[src/rtl/flag_accum_128.sv]
// rtl/flag_accum_128.sv - accumulates byte-serial slice flags into 128-bit C/Z/S/O
module flag_accum_128 #(
   parameter int NSLICES = 16
) (
   input  logic                       clk,
   input  logic                       rst,
   input  logic                       start,
   input  logic                       slice_valid,
   input  logic                       slice_c,
   input  logic                       slice_z,
   input  logic                       slice_s,
   input  logic                       slice_o,
   input  logic                       clr_err,
   output logic                       busy,
   output logic                       done,
   output logic [$clog2(NSLICES)-1:0] slice_cnt,
   output logic                       c_flag,
   output logic                       z_flag,
   output logic                       s_flag,
   output logic                       o_flag,
   output logic                       err
);

   localparam int CW = $clog2(NSLICES);
   localparam logic [CW-1:0] LAST_CNT = CW'(NSLICES - 1);

   typedef enum logic [1:0] {S_IDLE, S_ACCUM, S_DONE} state_t;

   state_t state, state_nxt;
   logic   zacc;
   logic   beat;
   logic   final_beat;
   logic   err_ev;

   // A start in ACCUM wins over a coincident beat, so that beat is never counted.
   assign beat       = (state == S_ACCUM) && slice_valid && !start;
   assign final_beat = beat && (slice_cnt == LAST_CNT);
   assign err_ev     = ((state == S_IDLE)  && slice_valid && !start) ||
                       ((state == S_ACCUM) && start) ||
                       ((state == S_DONE)  && slice_valid);

   assign busy = (state == S_ACCUM);
   assign done = (state == S_DONE);

   always_ff @(posedge clk or posedge rst) begin
      if (rst) begin
         state <= S_IDLE;
      end else begin
         state <= state_nxt;
      end
   end

   always_comb begin
      state_nxt = state;
      case (state)
         S_IDLE:  if (start) state_nxt = S_ACCUM;
         S_ACCUM: if (final_beat) state_nxt = S_DONE;
         S_DONE:  state_nxt = start ? S_ACCUM : S_IDLE;
         default: state_nxt = S_IDLE;
      endcase
   end

   always_ff @(posedge clk or posedge rst) begin
      if (rst) begin
         slice_cnt <= '0;
         zacc      <= 1'b1;
         c_flag    <= 1'b0;
         z_flag    <= 1'b0;
         s_flag    <= 1'b0;
         o_flag    <= 1'b0;
         err       <= 1'b0;
      end else begin
         err <= err_ev | (err & ~clr_err);
         if (start) begin
            slice_cnt <= '0;
            zacc      <= 1'b1;
         end else if (final_beat) begin
            slice_cnt <= '0;
            zacc      <= 1'b1;
            c_flag    <= slice_c;
            s_flag    <= slice_s;
            o_flag    <= slice_o;
            z_flag    <= zacc & slice_z;
         end else if (beat) begin
            slice_cnt <= slice_cnt + 1'b1;
            zacc      <= zacc & slice_z;
         end
      end
   end

endmodule

[config.mk]
export PLATFORM = sky130hd
export DESIGN_NAME = flag_accum_128
export DESIGN_NICKNAME = d
export VERILOG_FILES = /design/src/rtl/flag_accum_128.sv
export SDC_FILE = /design/constraint.sdc
export NUM_CORES = 1
export LEC_CHECK = 0
export ABC_CLOCK_PERIOD_IN_PS = 1660
export BUFFER_PORTS_ARGS = -buffer_cell sky130_fd_sc_hd__buf_2
export CAP_MARGIN = 25
export CORE_AREA = 3 3 40 42
export CTS_BUF_LIST = sky130_fd_sc_hd__clkbuf_2 sky130_fd_sc_hd__clkbuf_4 sky130_fd_sc_hd__clkbuf_8
export CTS_CLUSTER_SIZE = 20
export DETAILED_ROUTE_END_ITERATION = 16
export DIE_AREA = 0 0 43 45
export PLACE_DENSITY = 0.71
export REMOVE_ABC_BUFFERS = 1
export SYNTH_ARGS = -nofsm -noshare
export SYNTH_HDL_FRONTEND = slang
export SYNTH_SLANG_ARGS = --single-unit
[constraint.sdc]
create_clock -name clk -period 1.66 [get_ports clk]
set_input_delay 0.083 -clock clk [delete_from_list [all_inputs] [get_ports clk]]
set_output_delay 0.083 -clock clk [all_outputs]
set_load 0.02 [all_outputs]
==> flow_summary.yaml, run 1 <==
run_status:
  outcome: "finished, final reports clean"
power:
  seq_power_share: 0.510
  p_leak_uw: 0.0003858
  ir_drop_mv: 0.3667
  p_per_area_mw_per_mm2: 798.7
  sw_frac_of_total: 0.2305
  p_int_uw: 460.6
  combPwrFrac: 0.105
  clockPowerShare: 0.385
  finalPower_uw: 598.6
  p_switching_uw: 138.0
placement:
  place_congestion: 0.7651
  placed_area_um2: 678.2
  hpwlAfterDp_um: 809.1
  pre_cts_slack_ns: 0.1107
  io_buffers: 19
clocking:
  htreeDepth: 1
  cts_root_buf: "clkbuf_4"
  cts_tree: "done"
  clk_latency_ns: 0.27
  clkSinkCount: 12
  cts.clk_slew.worst_paths_ns: 0.07
  cts_buffer_depth: 2
  cts_buffers: 3
timing:
  finClkSkew_ns: 0.001071
  min_period_ns: 1.542
  setup_ws_ns: 0.1181
  maxSlewViolCount: 0
  fmax_mhz: 648.6
  tightestPinTransition_ns: 0.4676
  finalCritPeriodShare: 0.9288
  max_slew_margin: 0.6879
  finalSetupViolCount: 0
  finalHoldViolCount: 0
  finalSetupTns_ns: 0
  rsz0062_at_grt: "false"
critical_path:
  startpoint: "slice_cnt[1]"
  critical_path_buf_inv_count: 0
  path_cells: "ha_2 > nand3_1 > nor3_4 > mux2_2"
  cp.required_ns: 1.82
  worstSetupPathType: "flop to flop"
  worstPathArrival_ns: 1.70
  critPathCaptureType: "flop"
  r2r_slack_ns: 0.12
  timing.rr.start: "slice_cnt[1]"
  startpoint_type: "flop"
  max_stage_delay_ns: 0.38
  cp_slowest_cell: "dfrtp_1"
  cpLargestDelayFamily: "simple AND/OR/NAND/NOR gates"
  cp_max_fo: 5
route:
  wl_per_cell_um: 11.96
  final_antenna_net_count: 0
  viasPerCell: 5.022
  finalWirelength_mm: 1.088
  drc: 0
  vias: 457
  drtIter0Drc: 10
  drt-pass1-iter-count: 2
synthesis:
  synth_edf_count: 0
  yosysTopAreaCellShare: 0.4783
  ys_seq_area_frac: 0.5239
  ys_ff_latch: 12
  ys_warn_count: 0
  yosysTopAreaCell: "dfrtp_1"
  netlist_top_cells_area: "dfrtp_1 48%, mux2_2 5.9%, dfstp_2 4.6%"
  synthArstFlopShare: 1.000
  syn_area_um2: 575.6
  avgSynthCellArea_um2: 11.29
  synth_ff_type: "dfrtp_1"
  netlist-cell-type-count: 26
  synth_cells: 51
final_layout:
  finalCoreUtilization: 0.5833
  area_growth_pct: 30.22
  register_area_um2: 301.5
  nNetsFinal: 87
  multi_input_area_um2: 250.2
  drive_above_1_share: 0.4342
  fillers: 113
  stdcell_area_um2: 749.5
  num_antenna_cells: 0
die:
  die_x_um: 43
  die_height_um: 45
  die-area_mm2: 0.001935
  start_util: 0.4479
  top_level_ports: 20
  core_area_mm2: 0.001285
  std_cell_rows: 13
job:
  cap_viol_max_count: 0
grt:
  grt_max_degree: 13
  grtUsageTotal: 0.1309
  antenna_found_initial: 0
  grt_pass1_wl_mm: 1.890
  grt_overflow_total: 0
  grt_pass1_vias: 442
worst_hold_path:
  min_from: "clr_err"
  hp-class: "primary input to flop"
[final cells by class]
type                    count  area share
well taps                  15     0.02504
multi-input cells          33      0.3339
repair buffers             23      0.1703
flip-flops and latches     12      0.4023
inverters                   4     0.02003
clock buffers               4     0.04841
[cells in the mapped netlist, drive strengths merged, types with 2 or more instances]
cell type,n
a21oi,3
dfrtp,11
inv,4
mux2,3
mux2i,2
nand2,4
nand3,3
nand3b,2
nor2,2
o21ai,2
[cells by family after synthesis]
group	count (synthesis)	synth area share
AOI/OAI and AO/OA	8	0.08262
DFF	12	0.5239
muxes	5	0.09348
xor gates and xnor gates	1	0.01522
adders and majority gates	1	0.02174
and+or+nand+nor	18	0.2174
buffers and inverters	6	0.04564
[registers in the layout, indices dropped and copies added, names as in the netlist]
name	count
o_flag	1
s_flag	1
z_flag	1
c_flag	1
err	1
state	2
slice_cnt	4
zacc	1
[worst reg2reg max path, stage by stage (launching register included)]
cell	delay [ns]
dfrtp_1	0.38
ha_2	0.22
nand3_1	0.16
nor3_4	0.29
mux2_2	0.37
[final timing paths]
path,to,depth (start not counted)
setup / recovery,c_flag,4
hold / removal,err,2
setup reg to reg,c_flag,4
hold reg to reg,s_flag,1
max in group asynchronous,zacc,3
min in group asynchronous,slice_cnt[0],3
[through the flow]
step / hold WS [ns] / std cells
2_1_floorplan: -0.05302 / 49
3_3_place_gp: 0.1105 / 83
3_5_place_dp: 0.1105 / 83
4_1_cts: 0.03495 / 88
5_1_grt: 0.04358 / 91
6_report: 0.03225 / 91
[per-layer routing]
| layer | share of wire | up-vias | routed length, µm | track usage |
|---|---|---|---|---|
| met2 | 0.50 | 11 | 548 | 0.2335 |
| met4 | 0.017 | 0 | 19 | 0.05422 |
| met3 | 0.048 | 3 | 52 | 0.02390 |
| li1 | - | 230 | - | - |
| met1 | 0.43 | 213 | 468 | 0.1558 |
| met5 | 0 | - | 0 | 0 |
[power by group through the flow]
stage | registers (µW) | clock network (µW) | logic (µW)
global route | 306 | 249 | 70.6
CTS | 307 | 237 | 56.8
finish | 305 | 230 | 62.9
global placement | 312 | 0 | 54.2
detailed placement | 312 | 0 | 54.8
floorplan | 318 | 0 | 22.9
[cell usage in the layout (no fill, tap or decap), drive strengths merged, types with 2 or more instances in the layout]
cell type / n
inv: 4
o21ai: 2
buf: 22
nand3b: 2
a21oi: 3
nor2: 2
dfrtp: 11
nand3: 3
mux2: 3
mux2i: 2
clkbuf: 4
nand2: 4
[what timing repair did]
item                       CTS  global route
setup endpoints to repair    0             3
setup buffers                0             3
hold endpoints to repair    11             0
gates resized for setup      0             1
hold buffers                 1             0
Power figures use the tool's default switching activity.
==> run 2, diff against run 1 <==
Settings changed: ABC_CLOCK_PERIOD_IN_PS 1660 to 1540.
Clock period 1.66 ns to 1.54 ns, I/O delays scaled along.
==> run 2 against run 1 <==
  * Total power increased by 6.8%
  * Combinational power rose by 5.6%
  * Critical path type unchanged
  * Maximum frequency up 4.5%
==> flow_summary.yaml, run 2 (same netlist as run 1, synthesis figures left out) <==
critical_path:
  critPathCaptureType: "flop"
  timing.rr.end: "c_flag"
  max_stage_delay_ns: 0.38
  worstPathArrival_ns: 1.63
  timing.rr.start: "slice_cnt[1]"
  cp_max_fo: 4
  cp_slowest_cell: "dfrtp_1"
  cp.required_ns: 1.69
  path_cells: "ha_2 > nand3_2 > nor3_4 > mux2_2"
  worstSetupPathType: "flop to flop"
  startpoint_type: "flop"
  worst_r2r_path_depth: 4
  r2r_slack_ns: 0.07
clocking:
  clkSinkCount: 12
  cts_buffers: 3
  cts_buffer_depth: 2
  htreeDepth: 1
  cts.clk_slew.worst_paths_ns: 0.08
  cts_tree: "done"
  cts_root_buf: "clkbuf_4"
  clk_latency_ns: 0.26
route:
  drt-pass1-iter-count: 4
  finalWirelength_mm: 1.138
  wl_per_cell_um: 12.24
  drtIter0Drc: 4
  drc: 0
  final_antenna_net_count: 0
  vias: 469
  viasPerCell: 5.043
final_layout:
  final_cell_mix: "19 x buf_2, 11 x dfrtp_1, 5 x buf_4"
  area_growth_pct: 33.70
  finalCoreUtilization: 0.5988
  nNetsFinal: 89
  drive_above_1_share: 0.4615
  reg.largest.list: "slice_cnt (4), state (2)"
  stdcell_area_um2: 769.5
  num_antenna_cells: 0
  final_common_cell: "buf_2"
  top_register: "slice_cnt"
  largest_reg_flops: 4
timing:
  max_slew_margin: 0.6941
  setup_ws_ns: 0.06500
  finalCritPeriodShare: 0.9578
  maxSlewViolCount: 0
  finalHoldViolCount: 0
  holdWs_ns: 0.03723
  finalSetupViolCount: 0
  finClkSkew_ns: 0.004228
  finalSetupTns_ns: 0
  fmax_mhz: 678.0
  min_period_ns: 1.475
  tightestPinTransition_ns: 0.4584
power:
  p_int_uw: 494.6
  clockPowerShare: 0.382
  seq_power_share: 0.514
  p_per_area_mw_per_mm2: 830.8
  combPwrFrac: 0.104
  p_switching_uw: 144.7
  p_leak_uw: 0.0003955
  sw_frac_of_total: 0.2264
  ir_drop_mv: 0.4289
placement:
  place_congestion: 0.7111
  io_buffers: 19
  hpwlAfterDp_um: 852.9
  pre_cts_slack_ns: 0.08071
  placed_area_um2: 715.7
run_status:
  outcome: "finished, final reports clean"
grt:
  grt_pass1_vias: 457
  grtUsageTotal: 0.1346
  grt_overflow_total: 0
  antenna_found_initial: 0
  grt_pass1_wl_mm: 1.869
  grt_max_degree: 13
worst_hold_path:
  hp-class: "primary input to flop"
  hold_end: "o_flag"
  min_from: "slice_o"
  holdPathStages: 2
die:
  die-area_mm2: 0.001935
  die_x_um: 43
  top_level_ports: 20
  die_height_um: 45
  std_cell_rows: 13
  core_area_mm2: 0.001285
  start_util: 0.4479
job:
  cap_viol_max_count: 0
==> run 2: area by class of cell <==
cell class	instances	area (µm²)
fillers	113	515.5
flip-flops and latches	12	301.5
multi-input cells	33	255.2
inverters	4	15.01
clock buffers	4	36.28
well taps	15	18.77
repair buffers	25	142.6
==> run 2: per-stage QoR <==
step	std cells	total power, µW
final	93	639.3
after global routing	93	669.7
after CTS	93	645.8
after detailed placement	88	399.2
after global placement	88	397.1
after floorplan	49	367.9
==> run 2: repair_timing <==
item	4_1_cts	5_1_grt
hold buffers	1	0
setup endpoints to repair	0	3
hold endpoints to repair	11	0
resized for setup	0	2
buffers inserted	0	0
==> run 2: worst max-delay path by stage <==
| stage | from | to | slack, ns | cells past startpoint |
|---|---|---|---|---|
| 3_3_place_gp | slice_cnt[1] | c_flag | 0.12 | 4 |
| 5_1_grt | slice_cnt[1] | c_flag | -0.01 | 4 |
| 4_1_cts | slice_cnt[1] | c_flag | 0.06 | 4 |
| 2_1_floorplan | slice_cnt[0] | c_flag | -0.03 | 4 |
| 3_5_place_dp | slice_cnt[1] | c_flag | 0.08 | 4 |
| 6_report | slice_cnt[1] | c_flag | 0.07 | 4 |
==> run 2: layer usage <==
layer  track usage  share of wire
met3       0.03187          0.042
met2        0.2275           0.54
met5             0              0
met1        0.1418           0.41
met4        0.1145         0.0088
==> run 2: critical path: cells and delay by family (launching register included) <==
family	cells	cell delay, ns
multiplexers	1	0.36
AND/OR/NAND/NOR	2	0.38
adder cells (fa/ha/maj)	1	0.23
flip-flops	1	0.38
==> run 2: power groups by stage <==
stage          clock (µW)  combinational [µW]  sequential, µW
2_1_floorplan           0                24.7             343
4_1_cts               251                66.5             329
3_3_place_gp            0                62.9             334
3_5_place_dp            0                64.4             335
6_report              244                66.4             329
5_1_grt               264                75.7             330
==> run 3, diff against run 2 <==
Settings changed: GPL_TIMING_DRIVEN set to 0, SLEW_MARGIN set to 40.
==> run 3 against run 2 <==
  * Clock power shrank 9.0%
  * Clock-buffer cell count did not move
  * Hold slack got worse by 0.0016 ns
==> flow_summary.yaml, run 3 (same netlist as run 1, synthesis figures left out) <==
critical_path:
  critPathCaptureType: "flop"
  worstPathArrival_ns: 1.59
  startpoint_type: "flop"
  cp.required_ns: 1.69
  worstSetupPathType: "flop to flop"
  cp_max_fo: 8
clocking:
  cts_buffers: 3
  clkSinkCount: 12
  cts_buffer_depth: 2
  cts.clk_slew.worst_paths_ns: 0.08
  clk_latency_ns: 0.27
  htreeDepth: 1
  cts_root_buf: "clkbuf_4"
  cts_tree: "done"
route:
  finalWirelength_mm: 1.052
  drt-pass1-iter-count: 4
  drc: 0
  wl_per_cell_um: 11.43
  viasPerCell: 4.772
  vias: 439
  drtIter0Drc: 5
  final_antenna_net_count: 0
timing:
  fmax_mhz: 694.1
  maxSlewViolCount: 0
  min_period_ns: 1.441
  max_slew_margin: 0.6912
  rsz0062_at_grt: "false"
  finalCritPeriodShare: 0.9356
  holdWs_ns: 0.03564
  setup_ws_ns: 0.09924
  finalHoldViolCount: 0
  finClkSkew_ns: 0.01023
  tightestPinTransition_ns: 0.4626
  finalSetupTns_ns: 0
  finalSetupViolCount: 0
power:
  ir_drop_mv: 0.4919
  p_leak_uw: 0.0003877
  seq_power_share: 0.530
  clockPowerShare: 0.358
  sw_frac_of_total: 0.2393
  p_switching_uw: 148.2
  p_per_area_mw_per_mm2: 819.2
  p_int_uw: 470.9
  combPwrFrac: 0.111
  finalPower_uw: 619.1
final_layout:
  nNetsFinal: 88
  area_growth_pct: 31.30
  num_antenna_cells: 0
  reg.largest.list: "slice_cnt (4), state (2)"
  final_cell_mix: "19 x buf_2, 11 x dfrtp_1"
  top_register: "slice_cnt"
  largest_reg_flops: 4
  drive_above_1_share: 0.4545
  final_common_cell: "buf_2"
placement:
  place_congestion: 0.6866
  hpwlAfterDp_um: 788.9
  pre_cts_slack_ns: -0.03455
  io_buffers: 19
grt:
  antenna_found_initial: 0
  grt_overflow_total: 0
  grt_pass1_wl_mm: 1.890
  grt_max_degree: 13
  grtUsageTotal: 0.1301
  grt_pass1_vias: 437
die:
  std_cell_rows: 13
  die-area_mm2: 0.001935
  start_util: 0.4479
  top_level_ports: 20
  die_x_um: 43
  core_area_mm2: 0.001285
  die_height_um: 45
run_status:
  outcome: "finished, final reports clean"
job:
  cap_viol_max_count: 0
worst_hold_path:
  hp-class: "primary input to flop"
-- run 3: changes by cell type in the layout (fill, tap and decap cells not counted) --
cell | before | now
buf_4 | 5 | 4
clkbuf_4 | 3 | 4
clkbuf_8 | 1 | 0
-- run 3: worst max-delay path, cell delays in order, from the launching register on --
cell	delay, ns
dfrtp_1	0.44
nand3b_4	0.23
nor3_4	0.28
mux2_2	0.36
-- run 3: final timing paths --
check | from | end | slack (ns) | depth (start not counted)
worst max-delay path | state[1] | c_flag | 0.1 | 3
worst min-delay path | slice_o | o_flag | 0.04 | 2
worst max register to register | state[1] | c_flag | 0.1 | 3
worst min register to register | s_flag | s_flag | 0.51 | 1
max in group asynchronous | rst | zacc | 0.83 | 3
min in group asynchronous | rst | state[1] | 0.35 | 3
-- run 3: power groups by stage --
stage | Combinational [µW] | Clock [µW] | Sequential, µW
2_1_floorplan | 24.7 | 0 | 343
3_3_place_gp | 57.1 | 0 | 336
3_5_place_dp | 59.5 | 0 | 337
4_1_cts | 69.6 | 221 | 328
5_1_grt | 76.8 | 246 | 330
6_report | 68.9 | 222 | 328
-- run 3: area by class of cell --
type / count / area [µm²]
Fill cell: 111 / 529.3
Sequential cell: 12 / 301.5
Multi-Input combinational cell: 33 / 255.2
Timing Repair Buffer: 24 / 135.1
Clock buffer: 4 / 30.03
Tap cell: 15 / 18.77
Inverter: 4 / 15.01
-- run 3: routing by layer --
layer	part of all wire	vias up	routed length [µm]	track usage
met1	0.44	198	468	0.1709
met3	0.051	0	54	0.04382
met4	0	0	0	0.04819
met5	0	-	0	0
li1	-	233	-	-
met2	0.50	8	529	0.2006
-- run 3: what timing repair did --
action,in CTS,in global routing
gates resized for setup,1,1
hold endpoints to repair,11,0
hold buffers,1,0
setup endpoints to repair,3,4
buffers inserted,4,0
pin swaps,1,1
-- run 3: stage by stage --
stage               utilization  area, µm²  cells
floorplan                     -      564.3     49
global placement         0.5278      678.2     83
detailed placement       0.5278      678.2     83
CTS                      0.5842      750.7     92
global route             0.5881      755.7     92
finish                   0.5881      755.7     92
